[src/rtl/conv3x3_multi_ch.sv]
// conv3x3_multi_ch: multi-channel 3x3 convolution, 9*CIN MACs then bias, saturate, optional ReLU,
// result on a valid/ready handshake with a one-cycle done pulse on acceptance.
module conv3x3_multi_ch #(
   parameter int CIN    = 3,
   parameter int PIX_W  = 8,
   parameter int W_W    = 8,
   parameter int BIAS_W = 16,
   parameter int ACC_W  = 24,
   parameter int OUT_W  = 16,
   parameter int CH_W   = (CIN > 1) ? $clog2(CIN) : 1,
   parameter int WA_W   = $clog2(9*CIN)
)(
   input  logic                     clk,
   input  logic                     rst_n,
   input  logic                     i_conv_en,
   input  logic                     i_relu_en,
   input  logic                     i_valid_in,
   output logic                     o_busy,
   output logic [CH_W-1:0]          o_ch_idx,
   output logic [WA_W-1:0]          o_weight_addr,
   input  logic [9*PIX_W-1:0]       i_win_in,
   input  logic signed [W_W-1:0]    i_weight_in,
   input  logic signed [BIAS_W-1:0] i_bias,
   output logic                     o_valid_out,
   input  logic                     i_ready_out,
   output logic signed [OUT_W-1:0]  o_out,
   output logic                     o_done
);
   typedef enum logic [1:0] {S_IDLE, S_MAC, S_BIAS, S_HOLD} state_t;
   localparam logic signed [ACC_W:0]   SMAX    = (ACC_W+1)'((longint'(1) << (OUT_W-1)) - 1);
   localparam logic signed [ACC_W:0]   SMIN    = -SMAX - (ACC_W+1)'(1);
   localparam logic signed [OUT_W-1:0] OUT_MAX = {1'b0, {(OUT_W-1){1'b1}}};
   localparam logic signed [OUT_W-1:0] OUT_MIN = {1'b1, {(OUT_W-1){1'b0}}};
   state_t                    r_state, w_next;
   logic signed [ACC_W-1:0]   r_acc;
   logic [CH_W-1:0]           r_ch;
   logic [3:0]                r_tap;
   logic [WA_W-1:0]           r_wa;
   logic signed [BIAS_W-1:0]  r_bias;
   logic                      r_relu, r_busy, r_valid, r_done;
   logic signed [OUT_W-1:0]   r_out;
   logic                      w_last;
   logic [PIX_W-1:0]          w_pix;
   logic signed [ACC_W-1:0]   w_pix_x, w_wt_x, w_prod;
   logic signed [ACC_W:0]     w_sum;
   logic signed [OUT_W-1:0]   w_sat, w_res;
   assign w_last  = (r_ch == CH_W'(CIN-1)) && (r_tap == 4'd8);
   assign w_pix   = i_win_in[r_tap*PIX_W +: PIX_W];
   assign w_pix_x = $signed(ACC_W'(w_pix));
   assign w_wt_x  = ACC_W'(i_weight_in);
   assign w_prod  = w_pix_x * w_wt_x;
   assign w_sum   = (ACC_W+1)'(r_acc) + (ACC_W+1)'(r_bias);
   assign w_sat   = (w_sum > SMAX) ? OUT_MAX : (w_sum < SMIN) ? OUT_MIN : w_sum[OUT_W-1:0];
   assign w_res   = (r_relu && w_sat[OUT_W-1]) ? '0 : w_sat;
   always_ff @(posedge clk or negedge rst_n)
      if (!rst_n) r_state <= S_IDLE;
      else        r_state <= w_next;
   always_comb begin
      w_next = r_state;
      case (r_state)
         S_IDLE:  w_next = (i_conv_en && i_valid_in) ? S_MAC : S_IDLE;
         S_MAC:   w_next = !i_conv_en ? S_IDLE : w_last ? S_BIAS : S_MAC;
         S_BIAS:  w_next = !i_conv_en ? S_IDLE : S_HOLD;
         default: w_next = (!i_conv_en || i_ready_out) ? S_IDLE : S_HOLD;
      endcase
   end
   always_ff @(posedge clk or negedge rst_n) begin
      if (!rst_n) begin
         r_acc   <= '0;
         r_ch    <= '0;
         r_tap   <= '0;
         r_wa    <= '0;
         r_bias  <= '0;
         r_relu  <= 1'b0;
         r_busy  <= 1'b0;
         r_valid <= 1'b0;
         r_done  <= 1'b0;
         r_out   <= '0;
      end else begin
         r_busy  <= w_next != S_IDLE;
         r_valid <= w_next == S_HOLD;
         r_done  <= r_state == S_HOLD && i_conv_en && i_ready_out;
         if (r_state == S_IDLE && w_next == S_MAC) begin
            r_bias <= i_bias;
            r_relu <= i_relu_en;
         end
         if (r_state == S_BIAS && i_conv_en) r_out <= w_res;
         // The BIAS edge consumes r_acc combinationally, so clearing on every non-MAC edge is safe.
         if (r_state == S_MAC && i_conv_en) begin
            r_acc <= r_acc + w_prod;
            r_tap <= (r_tap == 4'd8) ? 4'd0 : r_tap + 4'd1;
            r_ch  <= w_last ? '0 : (r_tap == 4'd8) ? r_ch + 1'b1 : r_ch;
            r_wa  <= w_last ? '0 : r_wa + 1'b1;
         end else begin
            r_acc <= '0;
            r_tap <= '0;
            r_ch  <= '0;
            r_wa  <= '0;
         end
      end
   end
   assign o_busy        = r_busy;
   assign o_ch_idx      = r_ch;
   assign o_weight_addr = r_wa;
   assign o_valid_out   = r_valid;
   assign o_out         = r_out;
   assign o_done        = r_done;
endmodule

[config.mk]
export PLATFORM = sky130hd
export DESIGN_NAME = conv3x3_multi_ch
export DESIGN_NICKNAME = d
export VERILOG_FILES = /design/src/rtl/conv3x3_multi_ch.sv
export SDC_FILE = /design/constraint.sdc
export NUM_CORES = 1
export LEC_CHECK = 0
export BUFFER_PORTS_ARGS = -buffer_cell sky130_fd_sc_hd__buf_2
export CAP_MARGIN = 20
export CORE_AREA = 2 2 134 136
export DETAILED_ROUTE_END_ITERATION = 8
export DIE_AREA = 0 0 136 138
export GPL_ROUTABILITY_DRIVEN = 0
export PLACE_DENSITY = 0.68
export SLEW_MARGIN = 10
export SYNTH_ARGS = -nofsm -noshare
export SYNTH_HDL_FRONTEND = slang
export SYNTH_SLANG_ARGS = --single-unit
[constraint.sdc]
create_clock -name clk -period 7.5 [get_ports clk]
set_input_delay 1.5 -clock clk [delete_from_list [all_inputs] [get_ports clk]]
set_output_delay 1.5 -clock clk [all_outputs]
set_load 0.01 [all_outputs]
* Yosys cells after proc, flatten, opt, wreduce, memory -nomap -nowiden
Cells that the tools add are included. Widths: inputs -> output; s select.
Operators by class: add/sub/neg operators 5, shift operators 1, reductions and logical operators 12, $lt $le $gt $ge 2, eq/ne operators 8, multiplexer cells 17, multiply operators 1
Operator list (count):
- $shiftx 72x8->8 | 1
- $mux 16 | 3
- $add 24x16->25 | 1
- $gt 25x16->1 const B | 1
- $lt 25x16->1 const B | 1
- $add 24x17->24 | 1
- $mux 24 | 1
- $mul 9x8->17 | 1
- $mux 2 | 7
- $mux 5 | 2
- $eq 2x2->1 const B | 4
- $logic_and 1x1->1 | 8
- $mux 4 | 2
- $pmux 2 s3 | 1
- $add 5x1->5 const B | 1
- $add 4x1->4 const B | 1
- $eq 2x1->1 const B | 2
- $eq 4x4->1 const B | 1
- $ne 3x3->1 const B | 1
- $add 2x1->2 const B | 1
- $logic_not 2->1 | 1
- $reduce_bool 2->1 | 1
- $logic_not 1->1 | 1
- $logic_or 1x1->1 | 1
- $mux 1 | 1
Storage, ports and cells: output and inout port bits 26, input port bits 102, logic and storage cells 57, bits in registers 73

* Longest topological paths before layout
depth after elaboration 7, gate-level depth with buffers 26, gate-level depth less buffers 25

* Least setup slack after synthesis
OpenSTA, ideal clock, no wires.
kind input to register, start point input i_win_in[56], end point register r_acc[22], path buffers 0, stages on the path 19, library setup time 0.079 ns, arrival time 6.927 ns, setup slack 0.494 ns, data required time 7.421 ns, path through mux4_2 > mux2i_1 > o21ai_0 > or2_2 > fa_1 > fa_1 > inv_1 > fa_1 > fa_1 > fa_1 > ha_1 > o21a_1 > o21a_1 > o21ai_0 > o21ai_0 > o211a_1 > o31a_1 > o21ai_0 > mux2i_1
Between the ends: cells in the longest elaborated chain, start to end 4
Ends and longest elaborated chain:
- start, declared | RTL line 21 | input logic [9*PIX_W-1:0] i_win_in,
- $shiftx 72x8->8 | RTL line 48 | assign w_pix = i_win_in[r_tap*PIX_W +: PIX_W];
- $mul 9x8->17 | RTL line 51 | assign w_prod = w_pix_x * w_wt_x;
- $add 24x17->24 | RTL line 90 | r_acc <= r_acc + w_prod;
- $mux 24 | RTL line 89 | if (r_state == S_MAC && i_conv_en) begin
- end signal, assigned | RTL line 90
- end, declared | RTL line 35 | logic signed [ACC_W-1:0] r_acc;
No other way between the ends. A chain may end at the register's enable or synchronous reset.

* Worst setup path after layout
Ends and elaborated chain as after synthesis.

==> qor_table.md <==
| Parameter | This run | Unit |
|:---|:---|:---|
| DR vias/cell | 5.31 | - |
| Clk sinks | 73 | - |
| Arrival time at the worst endpoint | 7.29 | ns |
| Number of buffers on the longest clock path | 2 | - |
| Final Critical Period | 7.03 | ns |
| Pin count of the biggest net entering global routing | 55 | - |
| H-tree depth reported by CTS | 3 | - |
| Highest clock frequency the design can meet | 142 | MHz |
| Post-synthesis share of cell area spent on and, or, nand and nor gates | 14.8 | % |
| Number of top-level pins | 128 | - |
| Required time reported for the critical path endpoint | 7.76 | ns |
| Commonest cells in the netlist | 103 x ha_1, 75 x inv_1, 73 x dfrtp_1, 71 x nand2_1, 52 x fa_1 | - |
| Area growth from synthesis to final layout | 15.8 | % |
| Max-cap check violation count | 0 | - |
| Effective utilization at floorplan | 44.4 | % |
| Die Height | 138 | um |
| Synth Area per Inst | 9.93 | um2 |
| Top cells by area, synth | dfrtp_1 23%, ha_1 17%, fa_1 13%, mux4_2 4.6%, and2_1 3.6% | - |
| Clock buffer count from CTS | 9 | - |
| Largest clock skew in the final design | 0.0140 | ns |
| Setup TNS | 0 | ns |
| CTS tree | done | - |
| Initial drt markers | 245 | - |
| Hold path startpoint | o_out[15] | - |
| Reg-to-reg critical path startpoint | r_tap[0] | - |
| Setup Crit Path Kind | primary input to flop | - |
| Register bit total from synthesis | 73 | - |
| Start point of the critical path | i_win_in[56] | - |
| Primary FF master, synth | dfrtp_1 | - |
| Final number of setup-violating endpoints | 0 | - |
| Hold_buf cts | 0 | - |
| Worst path bufs/invs | 2 | - |
| Later-pin clock latency in the skew report | 0.35 | ns |
| Number of routed nets with antenna violations | 0 | - |
| Slew at the pin closest to its max-slew limit | 0.993 | ns |
| Post-CTS Repair Setup Buffers | 0 | - |
| Category of the worst setup path launch point | primary input | - |
| Proportion of synthesized flip-flops having asynchronous set or reset | 100 | % |
| Sequence of cells on the critical path | buf_2 > mux4_2 > mux2i_1 > o21ai_0 > or2_2 > fa_1 > fa_1 > inv_1 > fa_1 > fa_1 > fa_1 > ha_1 > o21a_1 > o21a_1 > o21ai_0 > o21ai_0 > o211a_1 > o31a_1 > o21ai_0 > mux2i_1 | - |
| Post-synthesis instance total | 783 | - |
| Xor and xnor area share after synthesis | 4.28 | % |
| Dominant combinational cell family by area after synthesis | adder cells | - |
| Top delay family on crit path | adder cells | - |
| Kind of end point of the critical path | flop | - |
| Total routed wirelength | 17300 | um |
| Hold depth | 2 | - |
| Number of detailed-routing iterations run before antenna repair | 5 | - |
| Post-Synthesis Net Count | 1040 | - |
| Diode count | 0 | - |
| Final hold violations | 0 | - |
| Slew HR | 33.6 | % |
| Cell area after technology mapping | 0.00778 | mm2 |
| Status | finished clean | - |
| Residual DRC | 0 | - |
| Peak per-stage delay on the critical path | 0.57 | ns |
| Vias in the first global route | 6139 | - |
| Count of unique library cells instantiated by Yosys | 68 | - |
| Total of warnings raised by yosys | 0 | - |
| Clock transition time at the flip-flop clock pins of the worst setup and hold paths | 0.07 | ns |
| Num rows | 49 | - |
| Unrepaired setup endpoints after global routing | no | - |
| Adder and majority cell fraction of the synthesized area | 30.0 | % |
| Fraction of layout instances using a drive strength above 1 | 24.1 | % |
| GRT Util Overall | 19.5 | % |
| DPL Wire Length | 14400 | um |
| EDFF count, synth | 0 | - |
| Leakage power of the design | 4.53 | nW |
| Count of nets after finishing | 1170 | - |
| Number of cells on the critical path | 20 | - |
| Share of synthesized area spent on multiplexers | 8.78 | % |
| Buffer type at the clock tree root | clkbuf_16 | - |
| Die boundary width | 136 | um |
| # resized after CTS | 0 | - |
| CP dominant cell by count | fa_1 | - |
| Buffers added on ports | 127 | - |
| Peak supply drop | 0.000131 | V |
| Post-synthesis sequential area ratio | 23.5 | % |
| Core ar. | 0.0175 | mm2 |
| Global-route wire length before repair | 29800 | um |
| Number of antenna violations at the first check in global routing | 0 | - |
| Critical-path maximum fanout | 4 | - |
| Tightest Hold Check Type | flop to flop | - |
| Routed wire length on met2 | 8360 | um |
| Period utilization | 93.7 | % |
| DRT met1 WL | 8080 | um |
| Detailed-route wire length per cell | 15.1 | um |
| Share of the synthesized area in compound gates (AO/OA/AOI/OAI) | 13.8 | % |
| Post-synth top area share | 23.5 | % |
| Met3 layer wire length in the routed design | 782 | um |
| Cell at the slowest stage of the critical path | fa_1 | - |
| Post-synthesis cell type with the largest combined area | dfrtp_1 | - |
| Overall via count from detail_route | 6086 | - |
| PnR Total Power | 2.25 | mW |
| Count of final max-slew check failures | 0 | - |
| Worst R2R Path Depth | 21 | - |
| Top-count cell post-synth | ha_1 | - |
| Congestion Overflow GR | 0 | - |
| Power density normalized to cell area | 250 | mW/mm2 |
| Top metal layer carrying routed signals | met4 | - |
| Area of the die | 0.0188 | mm2 |
registers in the layout, indices dropped and copies added (netlist names):
register / cells
r_relu: 1
o_ch_idx: 2
r_acc: 24
r_state: 2
o_weight_addr: 5
r_tap: 4
o_out: 16
o_valid_out: 1
o_busy: 1
r_bias: 16
o_done: 1
cells by family (layout without fill, tap and decap cells):
| kind of cell | Yosys count | in the layout |
|---|---|---|
| xor gates and xnor gates | 38 | 38 |
| muxes | 46 | 46 |
| adders and majority gates | 155 | 155 |
| buffers and inverters | 98 | 233 |
| DFF | 73 | 73 |
| AOI/OAI and AO/OA | 142 | 142 |
| and+or+nand+nor | 231 | 231 |
area by class of cell:
type	instances	area, um2
Sequential cell	73	1830
Clock inverter	7	60.1
Inverter	76	285
Timing Repair Buffer	141	751
Tap cell	229	287
Fill cell	1657	8530
Clock buffer	9	225
Multi-Input combinational cell	612	5570
cell usage in the layout (no fill, tap or decap), drive strengths merged, types with 14 or more instances in the layout:
cell    instances
a21oi          32
fa             52
xor2           20
o21ai          34
and2           45
buf           141
mux4           16
nand2          71
inv            80
nor3           16
nor2           45
xnor2          18
o311ai         14
ha            103
dfrtp          73
mux2           18
worst paths after layout:
check                      slack [ns]               end
max                              0.47         r_acc[22]
min                              0.48         o_out[15]
max reg2reg                      0.72         r_acc[22]
min reg2reg                      0.48         o_out[15]
max in group asynchronous        5.49          o_out[8]
min in group asynchronous        1.04  o_weight_addr[4]
report_power, final:
part | internal [mW] | switching [mW]
Combinational | 0.608 | 0.751
Sequential | 0.435 | 0.0408
Clock | 0.230 | 0.187
metrics by stage:
step	area, um2	hold WS, ns	util, %	worst slack (ns)	std cells
finish	9010	0.485	51.4	0.473	1147
global route	9010	0.527	51.4	0.121	1147
CTS	8990	0.489	51.3	0.457	1146
detailed placement	8710	0.473	49.7	0.114	1130
global placement	8710	0.460	49.7	0.213	1130
floorplan	7780	0.444	-	0.494	783
per-layer routing:
| layer | track usage, % | up-vias |
|---|---|---|
| li1 | - | 3006 |
| met2 | 31.7 | 127 |
| met5 | 0 | - |
| met4 | 3.51 | 0 |
| met3 | 3.30 | 6 |
| met1 | 27.6 | 2947 |
tightest hold or removal path, stage by stage (launching register included):
cell and delay [ns]:
dfrtp_1 0.35, nand2_1 0.05, o31ai_1 0.05
(Power assumes the default switching activity.)
